$ cat src/rtl/load_store_unit_if.sv
// Bundle of execute-side request/response and data-memory signals for the load/store unit.
// slave is the LSU's view; master is the view of whatever drives requests and models memory.
interface load_store_unit_if;
    logic        req_valid;
    logic        req_ready;
    logic        req_we;
    logic [2:0]  req_funct3;
    logic [31:0] req_addr;
    logic [31:0] req_wdata;

    logic        rsp_valid;
    logic [31:0] rsp_rdata;
    logic        rsp_err;

    logic [31:0] mem_addr;
    logic [31:0] mem_write_data;
    logic        mem_read;
    logic        mem_write;
    logic [2:0]  mem_size;
    logic [31:0] mem_read_data;

    modport slave (
        input  req_valid, req_we, req_funct3, req_addr, req_wdata, mem_read_data,
        output req_ready, rsp_valid, rsp_rdata, rsp_err,
        output mem_addr, mem_write_data, mem_read, mem_write, mem_size
    );

    modport master (
        output req_valid, req_we, req_funct3, req_addr, req_wdata, mem_read_data,
        input  req_ready, rsp_valid, rsp_rdata, rsp_err,
        input  mem_addr, mem_write_data, mem_read, mem_write, mem_size
    );
endinterface

$ cat src/rtl/load_store_unit.sv
// Load/store unit: one request at a time against a word-wide data memory. Sub-word loads
// select and extend a lane; sub-word stores read-modify-write; misaligned requests error out.
module load_store_unit #(
    parameter int unsigned RD_LATENCY     = 1,
    parameter int unsigned WORD_ADDRESSED = 1
) (
    input logic              clk,
    input logic              rst,
    load_store_unit_if.slave bus
);

    typedef enum logic [2:0] {
        StIdle,
        StRd,
        StWait,
        StWr,
        StResp,
        StErr
    } state_e;

    localparam logic [2:0] F3B  = 3'b000;
    localparam logic [2:0] F3H  = 3'b001;
    localparam logic [2:0] F3W  = 3'b010;
    localparam logic [2:0] F3BU = 3'b100;
    localparam logic [2:0] F3HU = 3'b101;

    state_e      state_q, state_d;
    logic [2:0]  cnt_q, cnt_d;

    logic        we_q;
    logic [2:0]  funct3_q;
    logic [1:0]  lane_q;
    logic [15:0] wdata_q;
    logic [31:0] word_q;
    logic [31:0] mem_addr_q;
    logic [31:0] mem_wdata_q;

    logic        accept;
    logic        legal;
    logic        capture;
    logic [31:0] addr_map;

    function automatic logic is_legal(logic we, logic [2:0] f3, logic [1:0] a);
        logic ok;
        case (f3)
            F3B:     ok = 1'b1;
            F3H:     ok = ~a[0];
            F3W:     ok = (a == 2'b00);
            F3BU:    ok = ~we;
            F3HU:    ok = ~we & ~a[0];
            default: ok = 1'b0;
        endcase
        return ok;
    endfunction

    function automatic logic [31:0] merge_lane(logic [31:0] word, logic [15:0] wdata,
                                               logic [2:0] f3, logic [1:0] lane);
        logic [31:0] res;
        res = word;
        if (f3 == F3B) begin
            res[{lane, 3'b000} +: 8] = wdata[7:0];
        end else begin
            res[{lane[1], 4'b0000} +: 16] = wdata;
        end
        return res;
    endfunction

    function automatic logic [31:0] extend(logic [31:0] word, logic [2:0] f3, logic [1:0] lane);
        logic [7:0]  b;
        logic [15:0] h;
        logic [31:0] res;
        b = word[{lane, 3'b000} +: 8];
        h = word[{lane[1], 4'b0000} +: 16];
        case (f3)
            F3B:     res = {{24{b[7]}}, b};
            F3BU:    res = {24'h0, b};
            F3H:     res = {{16{h[15]}}, h};
            F3HU:    res = {16'h0, h};
            default: res = word;
        endcase
        return res;
    endfunction

    assign accept  = bus.req_valid && (state_q == StIdle);
    assign legal   = is_legal(bus.req_we, bus.req_funct3, bus.req_addr[1:0]);
    // Read data is valid during the last WAIT cycle, when the counter reaches one.
    assign capture = (state_q == StWait) && (cnt_q == 3'd1);
    assign addr_map = (WORD_ADDRESSED != 0) ? {2'b00, bus.req_addr[31:2]}
                                            : {bus.req_addr[31:2], 2'b00};

    always_ff @(posedge clk) begin
        if (rst) begin
            state_q <= StIdle;
            cnt_q   <= 3'd0;
        end else begin
            state_q <= state_d;
            cnt_q   <= cnt_d;
        end
    end

    always_comb begin
        state_d = state_q;
        cnt_d   = cnt_q;
        unique case (state_q)
            StIdle: begin
                if (accept) begin
                    if (!legal) begin
                        state_d = StErr;
                    end else if (bus.req_we && (bus.req_funct3 == F3W)) begin
                        state_d = StWr;
                    end else begin
                        state_d = StRd;
                    end
                end
            end
            StRd: begin
                cnt_d   = 3'(RD_LATENCY);
                state_d = StWait;
            end
            StWait: begin
                cnt_d = cnt_q - 3'd1;
                if (capture) begin
                    state_d = we_q ? StWr : StResp;
                end
            end
            StWr:    state_d = StResp;
            StResp:  state_d = StIdle;
            StErr:   state_d = StIdle;
            default: state_d = StIdle;
        endcase
    end

    always_ff @(posedge clk) begin
        if (rst) begin
            we_q        <= 1'b0;
            funct3_q    <= 3'd0;
            lane_q      <= 2'd0;
            wdata_q     <= 16'd0;
            word_q      <= 32'd0;
            mem_addr_q  <= 32'd0;
            mem_wdata_q <= 32'd0;
        end else begin
            if (accept) begin
                we_q     <= bus.req_we;
                funct3_q <= bus.req_funct3;
                lane_q   <= bus.req_addr[1:0];
                wdata_q  <= bus.req_wdata[15:0];
                if (legal) begin
                    mem_addr_q <= addr_map;
                    if (bus.req_we && (bus.req_funct3 == F3W)) begin
                        mem_wdata_q <= bus.req_wdata;
                    end
                end
            end
            if (capture) begin
                word_q <= bus.mem_read_data;
                if (we_q) begin
                    mem_wdata_q <= merge_lane(bus.mem_read_data, wdata_q, funct3_q, lane_q);
                end
            end
        end
    end

    assign bus.req_ready      = (state_q == StIdle);
    assign bus.rsp_valid      = (state_q == StResp) || (state_q == StErr);
    assign bus.rsp_err        = (state_q == StErr);
    assign bus.rsp_rdata      = ((state_q == StResp) && !we_q) ? extend(word_q, funct3_q, lane_q)
                                                               : 32'd0;
    assign bus.mem_read       = (state_q == StRd);
    assign bus.mem_write      = (state_q == StWr);
    assign bus.mem_addr       = mem_addr_q;
    assign bus.mem_write_data = mem_wdata_q;
    assign bus.mem_size       = 3'b011;

endmodule

$ cat src/flat_wrapper.sv
// flat-port wrapper written by rule: the top's interface ports become plain ports
module load_store_unit_flat 
#(
    parameter int unsigned RD_LATENCY     = 1,
    parameter int unsigned WORD_ADDRESSED = 1
)
  (clk, rst, bus_req_valid, bus_req_we, bus_req_funct3, bus_req_addr, bus_req_wdata, bus_mem_read_data, bus_req_ready, bus_rsp_valid, bus_rsp_rdata, bus_rsp_err, bus_mem_addr, bus_mem_write_data, bus_mem_read, bus_mem_write, bus_mem_size);
  load_store_unit_if bus_i ();
  input logic clk;
  input logic rst;
  input wire logic [$bits(bus_i.req_valid)-1:0] bus_req_valid;
  input wire logic [$bits(bus_i.req_we)-1:0] bus_req_we;
  input wire logic [$bits(bus_i.req_funct3)-1:0] bus_req_funct3;
  input wire logic [$bits(bus_i.req_addr)-1:0] bus_req_addr;
  input wire logic [$bits(bus_i.req_wdata)-1:0] bus_req_wdata;
  input wire logic [$bits(bus_i.mem_read_data)-1:0] bus_mem_read_data;
  output wire logic [$bits(bus_i.req_ready)-1:0] bus_req_ready;
  output wire logic [$bits(bus_i.rsp_valid)-1:0] bus_rsp_valid;
  output wire logic [$bits(bus_i.rsp_rdata)-1:0] bus_rsp_rdata;
  output wire logic [$bits(bus_i.rsp_err)-1:0] bus_rsp_err;
  output wire logic [$bits(bus_i.mem_addr)-1:0] bus_mem_addr;
  output wire logic [$bits(bus_i.mem_write_data)-1:0] bus_mem_write_data;
  output wire logic [$bits(bus_i.mem_read)-1:0] bus_mem_read;
  output wire logic [$bits(bus_i.mem_write)-1:0] bus_mem_write;
  output wire logic [$bits(bus_i.mem_size)-1:0] bus_mem_size;
  assign bus_i.req_valid = bus_req_valid;
  assign bus_i.req_we = bus_req_we;
  assign bus_i.req_funct3 = bus_req_funct3;
  assign bus_i.req_addr = bus_req_addr;
  assign bus_i.req_wdata = bus_req_wdata;
  assign bus_i.mem_read_data = bus_mem_read_data;
  assign bus_req_ready = bus_i.req_ready;
  assign bus_rsp_valid = bus_i.rsp_valid;
  assign bus_rsp_rdata = bus_i.rsp_rdata;
  assign bus_rsp_err = bus_i.rsp_err;
  assign bus_mem_addr = bus_i.mem_addr;
  assign bus_mem_write_data = bus_i.mem_write_data;
  assign bus_mem_read = bus_i.mem_read;
  assign bus_mem_write = bus_i.mem_write;
  assign bus_mem_size = bus_i.mem_size;
  load_store_unit #(.RD_LATENCY(RD_LATENCY), .WORD_ADDRESSED(WORD_ADDRESSED)) u_core (.clk(clk), .rst(rst), .bus(bus_i));
endmodule
$ cat config.mk
export PLATFORM = sky130hd
export DESIGN_NAME = load_store_unit_flat
export DESIGN_NICKNAME = d
export VERILOG_FILES = /design/src/rtl/load_store_unit_if.sv /design/src/rtl/load_store_unit.sv /design/src/flat_wrapper.sv
export SDC_FILE = /design/constraint.sdc
export NUM_CORES = 1
export LEC_CHECK = 0
export CAP_MARGIN = 0
export CORE_MARGIN = 1.5
export CORE_UTILIZATION = 47
export DETAILED_ROUTE_END_ITERATION = 8
export PLACE_DENSITY = 0.79
export REMOVE_ABC_BUFFERS = 1
export SYNTH_ARGS = -nofsm -noshare
export SYNTH_HDL_FRONTEND = slang
export SYNTH_SLANG_ARGS = --single-unit
$ cat constraint.sdc
create_clock -name clk -period 3.31 [get_ports clk]
set_input_delay 0.331 -clock clk [delete_from_list [all_inputs] [get_ports clk]]
set_output_delay 0.331 -clock clk [all_outputs]
set_load 0.1 [all_outputs]
==> qor.csv, run 1 <==
stage;metric;value;unit
outcome;status;complete, no violations;
sta;Final period util;92.23;%
cts;CTS root buf;clkbuf_16;
place;port bufs;201;
global_routing;initial antenna violation count;0;
cts;Clock Sinks;122;
synthesis;share of flip-flops with an asynchronous set or reset;0;%
global_routing;first-pass GRT wire length;32.50;mm
detailed_routing;Vias/cell;5.684;
power;net switching power;1.542;mW
synthesis;Synth area leaders;dfxtp_1 39%, nand2_1 17%, a21oi_1 8.7%;
final_layout;Util after Layout;70.12;%
final_layout;Register Area;2444;µm²
power;Max IR drop VDD;0.4141;mV
synthesis;Syn Area/Cell;7.355;µm²
final_layout;Area Growth Syn to Fin;46.32;%
place;worst slack, placed;604.3;ps
final_layout;Layout Nets;1131;
min_path;hold depth;2;
global_routing;Total GRT Usage;28.86;%
setup_path;worst-path maximum fanout;20;
detailed_routing;Vias;6878;
sta;Relative slew margins;25.94;%
sta;RSZ-0062 raised after global routing;false;
detailed_routing;Pre-Repair DR Iteration Count;5;
final_layout;FILL cells;1075;
synthesis;Main synth FF type;dfxtp_1;
sta;Slew @ Worst Pin;1111;ps
setup_path;Critical Path Start Type;flop;
sta;worst clock skew;12.86;ps
final_layout;fin cells;1210;
setup_path;CP arrival;2720;ps
cts;Reg clk slew, reported paths;60;ps
synthesis;flops & latches, synth;122;
global_routing;largest net degree at the start of global routing;78;
die;num rows;42;
detailed_routing;WL/cell;17.15;µm
power;internal power;3.186;mW
synthesis;Synth area leader;dfxtp_1;
final_layout;diode count;0;
setup_path;critical path required time;2980;ps
die;Die Span Y;118.7;µm
cts;worst-skew pair later-pin latency;420;ps
synthesis;yosys warns;0;
detailed_routing;final wirelength;20.75;mm
sta;Setup violations, final;0;
die;die width;118.7;µm
cts;CTS Buf Count;17;
setup_path;crit path capture type;output port;
cts;TritonCTS clock tree;yes;
cts;CTS resizes;0;
global_routing;vias in the first global route;6221;
power;clock share of power;41.4;%
die;die area;14100;µm²
final_layout;share of post-route cells with drive strength above 1;10.54;%
synthesis;Cells after Synth;856;
power;Seq pwr share;33.9;%
sta;Final Hold Fails;0;
sta;fin. max-slew vios;0;
setup_path;R2R cell count;6;
global_routing;GRT overflow;0;
cts;number of H-tree levels;4;
sta;fmax;327.6;MHz
power;Leak Pwr;3.233;nW
detailed_routing;First DRT Iteration DRCs;653;
min_path;worst hold-check path type;reg -> reg;
sta;final setup margin;257.2;ps
die;core box area;13140;µm²
place;hpwl dp;14.31;mm
synthesis;sequential area share after synthesis;38.79;%
synthesis;Post-synth EDFFs;0;
die;initial core utilization;47.92;%
power;Switching Share;32.61;%
setup_path;WS Path Type;reg -> out;
power;combinational share of power;24.7;%
job;Max Cap Viol;0;
place;gpl congestion;0.9296;
cts;Bufs on Longest Clock Path;2;
cts;hold_buf cts;0;
die;IO Pins;207;
synthesis;Distinct cells, synth;50;
detailed_routing;post-route antenna net violation count;0;
detailed_routing;drt drc;0;
sta;hold slack;450.9;ps
cts;post-CTS setup buffers;0;
sta;crit path time final;3053;ps
place;# placed instances;1178;
synthesis;synthesized area;6296;µm²
final_layout;Multi-input gate area;3378;µm²
synthesis;top-area cell type share of the netlist area;38.79;%
power;pwr dens;513.2;nW/µm²
-- stage by stage --
stage                     setup TNS (ps)  power [mW]  area, µm²
final                                  0       4.728       9213
after global routing                   0       4.884       9213
after CTS                              0       4.734       9213
after detailed placement               0       2.782       8588
after global placement                 0       2.771       8588
after floorplan                   -28760       2.339       5946
-- worst max-delay path, cell delays in order, from the launching register on --
cell and delay (ps):
dfxtp_2 570, buf_4 300, mux2i_1 270, mux2i_1 90
a21oi_1 450, buf_4 280, nor3_1 100, buf_12 230
-- cells in the mapped netlist (all sizes together) (2+ instances only) --
cell     instances
or3b             2
a211oi           3
nor2b           22
o221ai          16
nor4b            2
nand3b           2
nor3            22
dfxtp          122
a31oi            9
o211ai           8
nand2          281
a221oi          25
o21ai           12
or4b             2
inv             39
a211o            3
nor2            14
a311oi          32
nand4b           2
ha               7
a21oi          109
conb             2
buf             22
and2             3
o221a            7
nand2b           2
mux2i           11
or4              2
clkbuf          57
nand4bb          2
or3              3
-- kinds of logic after synthesis --
group                    synth area share (%)
AND/OR/NAND/NOR                         24.82
AO/OA/AOI/OAI                           24.88
flip-flops                              38.79
buffers and inverters                   8.068
multiplexers                            1.928
adder cells (fa/ha/maj)                 1.391
other                                  0.1193
-- layout make-up --
cell class / count / share of cell area, %
clock buffer: 18 / 4.658
clock inverter: 14 / 2.119
inverter: 39 / 1.589
sequential: 122 / 26.52
tap: 176 / 2.390
multi-input combinational: 619 / 36.67
timing repair buffer: 222 / 26.05
-- power groups by stage --
stage          combinational [mW]  sequential [mW]  clock [mW]
2_1_floorplan               0.535             1.80           0
6_report                     1.17             1.60        1.96
4_1_cts                      1.16             1.60        1.98
3_3_place_gp                 1.14             1.63           0
3_5_place_dp                 1.15             1.63           0
5_1_grt                      1.23             1.61        2.04
-- state kept, by name, indices dropped and copies added, names as in the netlist --
name                       flops
u_core.lane_q                  2
u_core.bus.mem_addr           30
u_core.we_q                    1
u_core.word_q                 32
u_core.bus.mem_write_data     32
u_core.funct3_q                3
u_core.state_q                 3
u_core.wdata_q                16
u_core.cnt_q                   3
-- cell usage in the layout (no fill, tap or decap), types with 3 or more instances in the layout --
| cell type | instances |
|---|---|
| nand2_1 | 281 |
| clkdlybuf4s50_1 | 163 |
| dfxtp_1 | 121 |
| a21oi_1 | 108 |
| inv_1 | 39 |
| buf_4 | 33 |
| a311oi_1 | 32 |
| buf_12 | 26 |
| a221oi_1 | 25 |
| nor2b_1 | 22 |
| nor3_1 | 20 |
| clkbuf_16 | 17 |
| o221ai_1 | 16 |
| nor2_1 | 14 |
| mux2i_1 | 11 |
| o21ai_0 | 11 |
| a31oi_1 | 9 |
| o211ai_1 | 8 |
| o221a_2 | 7 |
| ha_1 | 7 |
| conb_1 | 5 |
| clkinv_4 | 4 |
| bufinv_16 | 4 |
| and2_1 | 3 |
| or3_1 | 3 |
| a211o_1 | 3 |
| clkinv_2 | 3 |
-- final timing paths --
| kind | from | end | slack (ps) |
|---|---|---|---|
| worst max-delay path | u_core.lane_q[1]$_SDFFE_PP0P_ | bus_rsp_rdata[27] | 260 |
| worst max register to register | u_core.lane_q[1]$_SDFFE_PP0P_ | u_core.bus.mem_write_data[6]$_SDFF_PP0_ | 410 |
| worst min register to register | u_core.bus.mem_addr[11]$_SDFFE_PP0P_ | u_core.bus.mem_addr[11]$_SDFFE_PP0P_ | 450 |
| worst min-delay path | u_core.bus.mem_addr[11]$_SDFFE_PP0P_ | u_core.bus.mem_addr[11]$_SDFFE_PP0P_ | 450 |
-- per-layer routing --
| layer | track usage (%) | share of wire [%] | up-vias |
|---|---|---|---|
| met1 | 38.18 | 43 | 3200 |
| met2 | 45.64 | 46 | 352 |
| met4 | 11.14 | 2.3 | 0 |
| met5 | 0 | 0 | - |
| met3 | 6.757 | 9.3 | 38 |
| li1 | - | - | 3288 |
Power figures use the tool's default switching activity.
==> run 2: changes to the inputs <==
--- a/config.mk
+++ b/config.mk
@@ -6,7 +6,7 @@
 export NUM_CORES = 1
 export LEC_CHECK = 0
 export CAP_MARGIN = 0
-export CORE_MARGIN = 1.5
+export CORE_MARGIN = 2
 export CORE_UTILIZATION = 47
 export DETAILED_ROUTE_END_ITERATION = 8
 export PLACE_DENSITY = 0.79
==> run 2 against run 1 <==
Combinational power hardly changed. Sequential power is essentially flat. Via count increased by 0.89%. Routed wire length rose by 1.8%. Largest cell class unchanged. Design area grew 0.18%. Highest routed layer unchanged. Critical path type unchanged. Count of clock-buffer cells in the layout fell by 1.
==> qor.csv, run 2 (synthesis gave the netlist of run 1 again) <==
stage;metric;value;unit;change
detailed_routing;final wirelength;21.13;mm;was 20.75 mm
sta;final setup margin;350.0;ps;was 257.2 ps
detailed_routing;post-route antenna net violation count;0;;unchanged
final_layout;Register Area;2444;µm²;unchanged
sta;Relative slew margins;21.33;%;was 25.94%
setup_path;worst-path maximum fanout;18;;was 20
power;Max IR drop VDD;0.4092;mV;was 0.4141 mV
detailed_routing;Vias;6939;;was 6878
min_path;worst hold-check path type;reg -> reg;;unchanged
min_path;Hold Path Sink;u_core.bus.mem_addr[4]$_SDFFE_PP0P_;;was u_core.bus.mem_addr[11]$_SDFFE_PP0P_
final_layout;Util after Layout;70.25;%;was 70.12%
sta;Final period util;89.43;%;was 92.23%
cts;Bufs on Longest Clock Path;2;;unchanged
job;Max Cap Viol;0;;unchanged
die;initial core utilization;47.92;%;unchanged
final_layout;commonest cells after routing, fill and taps aside;281 x nand2_1, 163 x clkdlybuf4s50_1, 121 x dfxtp_1;;unchanged
sta;Final Hold Fails;0;;unchanged
setup_path;RR Startpoint;u_core.lane_q[1]$_SDFFE_PP0P_;;unchanged
die;IO Pins;207;;unchanged
setup_path;WS Path Type;reg -> out;;unchanged
final_layout;diode count;0;;unchanged
cts;post-CTS setup buffers;0;;unchanged
sta;RSZ-0062 raised after global routing;false;;unchanged
place;worst slack, placed;717.5;ps;was 604.3 ps
setup_path;Critical Path Start Type;flop;;unchanged
setup_path;r2r endpoint;u_core.bus.mem_write_data[31]$_SDFF_PP0_;;was u_core.bus.mem_write_data[6]$_SDFF_PP0_
power;internal power;3.042;mW;was 3.186 mW
min_path;hold depth;2;;unchanged
die;Die Span Y;119.7;µm;was 118.7 µm
power;pwr dens;499.5;nW/µm²;was 513.2 nW/µm²
place;gpl congestion;0.9228;;was 0.9296
cts;TritonCTS clock tree;yes;;unchanged
sta;Setup violations, final;0;;unchanged
detailed_routing;First DRT Iteration DRCs;808;;was 653
power;Leak Pwr;3.212;nW;was 3.233 nW
power;combinational share of power;25.9;%;was 24.7%
sta;worst clock skew;6.468;ps;was 12.86 ps
cts;Clock Sinks;122;;unchanged
die;core box area;13140;µm²;unchanged
final_layout;Area Growth Syn to Fin;46.58;%;was 46.32%
detailed_routing;drt drc;0;;unchanged
setup_path;critical path required time;2980;ps;about the same
cts;hold_buf cts;0;;unchanged
power;Final Power;4.610;mW;was 4.728 mW
cts;CTS root buf;clkbuf_16;;unchanged
power;net switching power;1.568;mW;was 1.542 mW
die;die area;14340;µm²;was 14100 µm²
final_layout;cell area after layout;9229;µm²;was 9213 µm²
global_routing;initial antenna violation count;0;;unchanged
final_layout;fin cells;1210;;unchanged
sta;fin. max-slew vios;0;;unchanged
final_layout;Layout Nets;1131;;unchanged
outcome;status;complete, no violations;;unchanged
min_path;worst hold path startpoint;u_core.bus.mem_addr[4]$_SDFFE_PP0P_;;was u_core.bus.mem_addr[11]$_SDFFE_PP0P_
power;clock share of power;39.3;%;was 41.4%
cts;number of H-tree levels;4;;unchanged
die;num rows;42;;unchanged
cts;Reg clk slew, reported paths;60;ps;about the same
global_routing;largest net degree at the start of global routing;71;;was 78
cts;CTS Buf Count;17;;unchanged
global_routing;vias in the first global route;6526;;was 6221
final_layout;FILL cells;1041;;was 1075
setup_path;R2R cell count;6;;unchanged
sta;hold slack;452.3;ps;was 450.9 ps
power;Switching Share;34.01;%;was 32.61%
detailed_routing;Vias/cell;5.735;;was 5.684
detailed_routing;WL/cell;17.46;µm;was 17.15 µm
cts;worst-skew pair later-pin latency;420;ps;about the same
power;Seq pwr share;34.8;%;was 33.9%
global_routing;Total GRT Usage;29.23;%;was 28.86%
final_layout;share of post-route cells with drive strength above 1;10.64;%;was 10.54%
detailed_routing;Pre-Repair DR Iteration Count;6;;was 5
setup_path;CP arrival;2630;ps;was 2720 ps
die;die width;119.7;µm;was 118.7 µm
place;port bufs;201;;unchanged
final_layout;commonest non-fill, non-tap cell in the layout;nand2_1;;unchanged
sta;crit path time final;2960;ps;was 3053 ps
sta;TNS Setup;0;ps;unchanged
setup_path;Register-to-Register Setup Slack;690;ps;was 410 ps
place;# placed instances;1178;;unchanged
place;post-placement cell area;8651;µm²;was 8588 µm²
setup_path;crit path capture type;output port;;unchanged
sta;fmax;337.8;MHz;was 327.6 MHz
cts;CTS resizes;0;;unchanged
global_routing;first-pass GRT wire length;33.39;mm;was 32.50 mm
place;hpwl dp;14.58;mm;was 14.31 mm
sta;Slew @ Worst Pin;1180;ps;was 1111 ps
final_layout;Multi-input gate area;3378;µm²;unchanged
global_routing;GRT overflow;0;;unchanged
[run 2: changes by cell type in the layout (fill, tap and decap cells not counted)]
cell and delta:
buf_12 +5, buf_4 -5, bufinv_16 -2, clkbuf_1 -1, clkinv_2 +1, clkinv_4 -1, clkinvlp_4 +4, inv_6 -1
[run 2: metal layers]
layer	global-route usage, %	vias to the layer above	share of wire, %
li1	-	3285	-
met1	38.11	3233	41
met2	45.86	380	46
met3	9.125	41	11
met4	10.00	0	2.4
met5	0	-	0
[run 2: how the worst max path moves through the flow]
| stage | slack [ps] | end | startpoint | cells after the start |
|---|---|---|---|---|
| 2_1_floorplan | -1250 | bus_rsp_rdata[10] | u_core.lane_q[1]$_SDFFE_PP0P_ | 4 |
| 3_3_place_gp | 810 | u_core.bus.mem_write_data[30]$_SDFF_PP0_ | bus_req_valid | 6 |
| 3_5_place_dp | 720 | u_core.bus.mem_write_data[23]$_SDFF_PP0_ | bus_req_valid | 6 |
| 4_1_cts | 350 | bus_rsp_rdata[27] | u_core.funct3_q[0]$_SDFFE_PP0P_ | 6 |
| 5_1_grt | 200 | bus_rsp_rdata[8] | u_core.lane_q[1]$_SDFFE_PP0P_ | 7 |
| 6_report | 350 | bus_rsp_rdata[27] | u_core.funct3_q[0]$_SDFFE_PP0P_ | 6 |
[run 2: critical path, cell delays in order, from the launching register on]
cell,delay (ps)
dfxtp_1,750
nor2_1,130
mux2i_1,150
a21oi_1,540
buf_4,290
nor3_1,100
buf_12,230
[run 2: cell type report]
class                   instances  share of cell area [%]
repair buffers                222                   26.68
flip-flops and latches        122                   26.48
clock inverters                15                   1.654
inverters                      39                   1.586
multi-input cells             619                   36.61
well taps                     176                   2.386
clock buffers                  17                   4.610
[run 2: power groups by stage]
stage,sequential (mW),combinational [mW],clock [mW]
detailed placement,1.63,1.17,0
floorplan,1.80,0.535,0
finish,1.60,1.19,1.81
global placement,1.63,1.17,0
CTS,1.60,1.18,1.82
global route,1.61,1.26,1.89
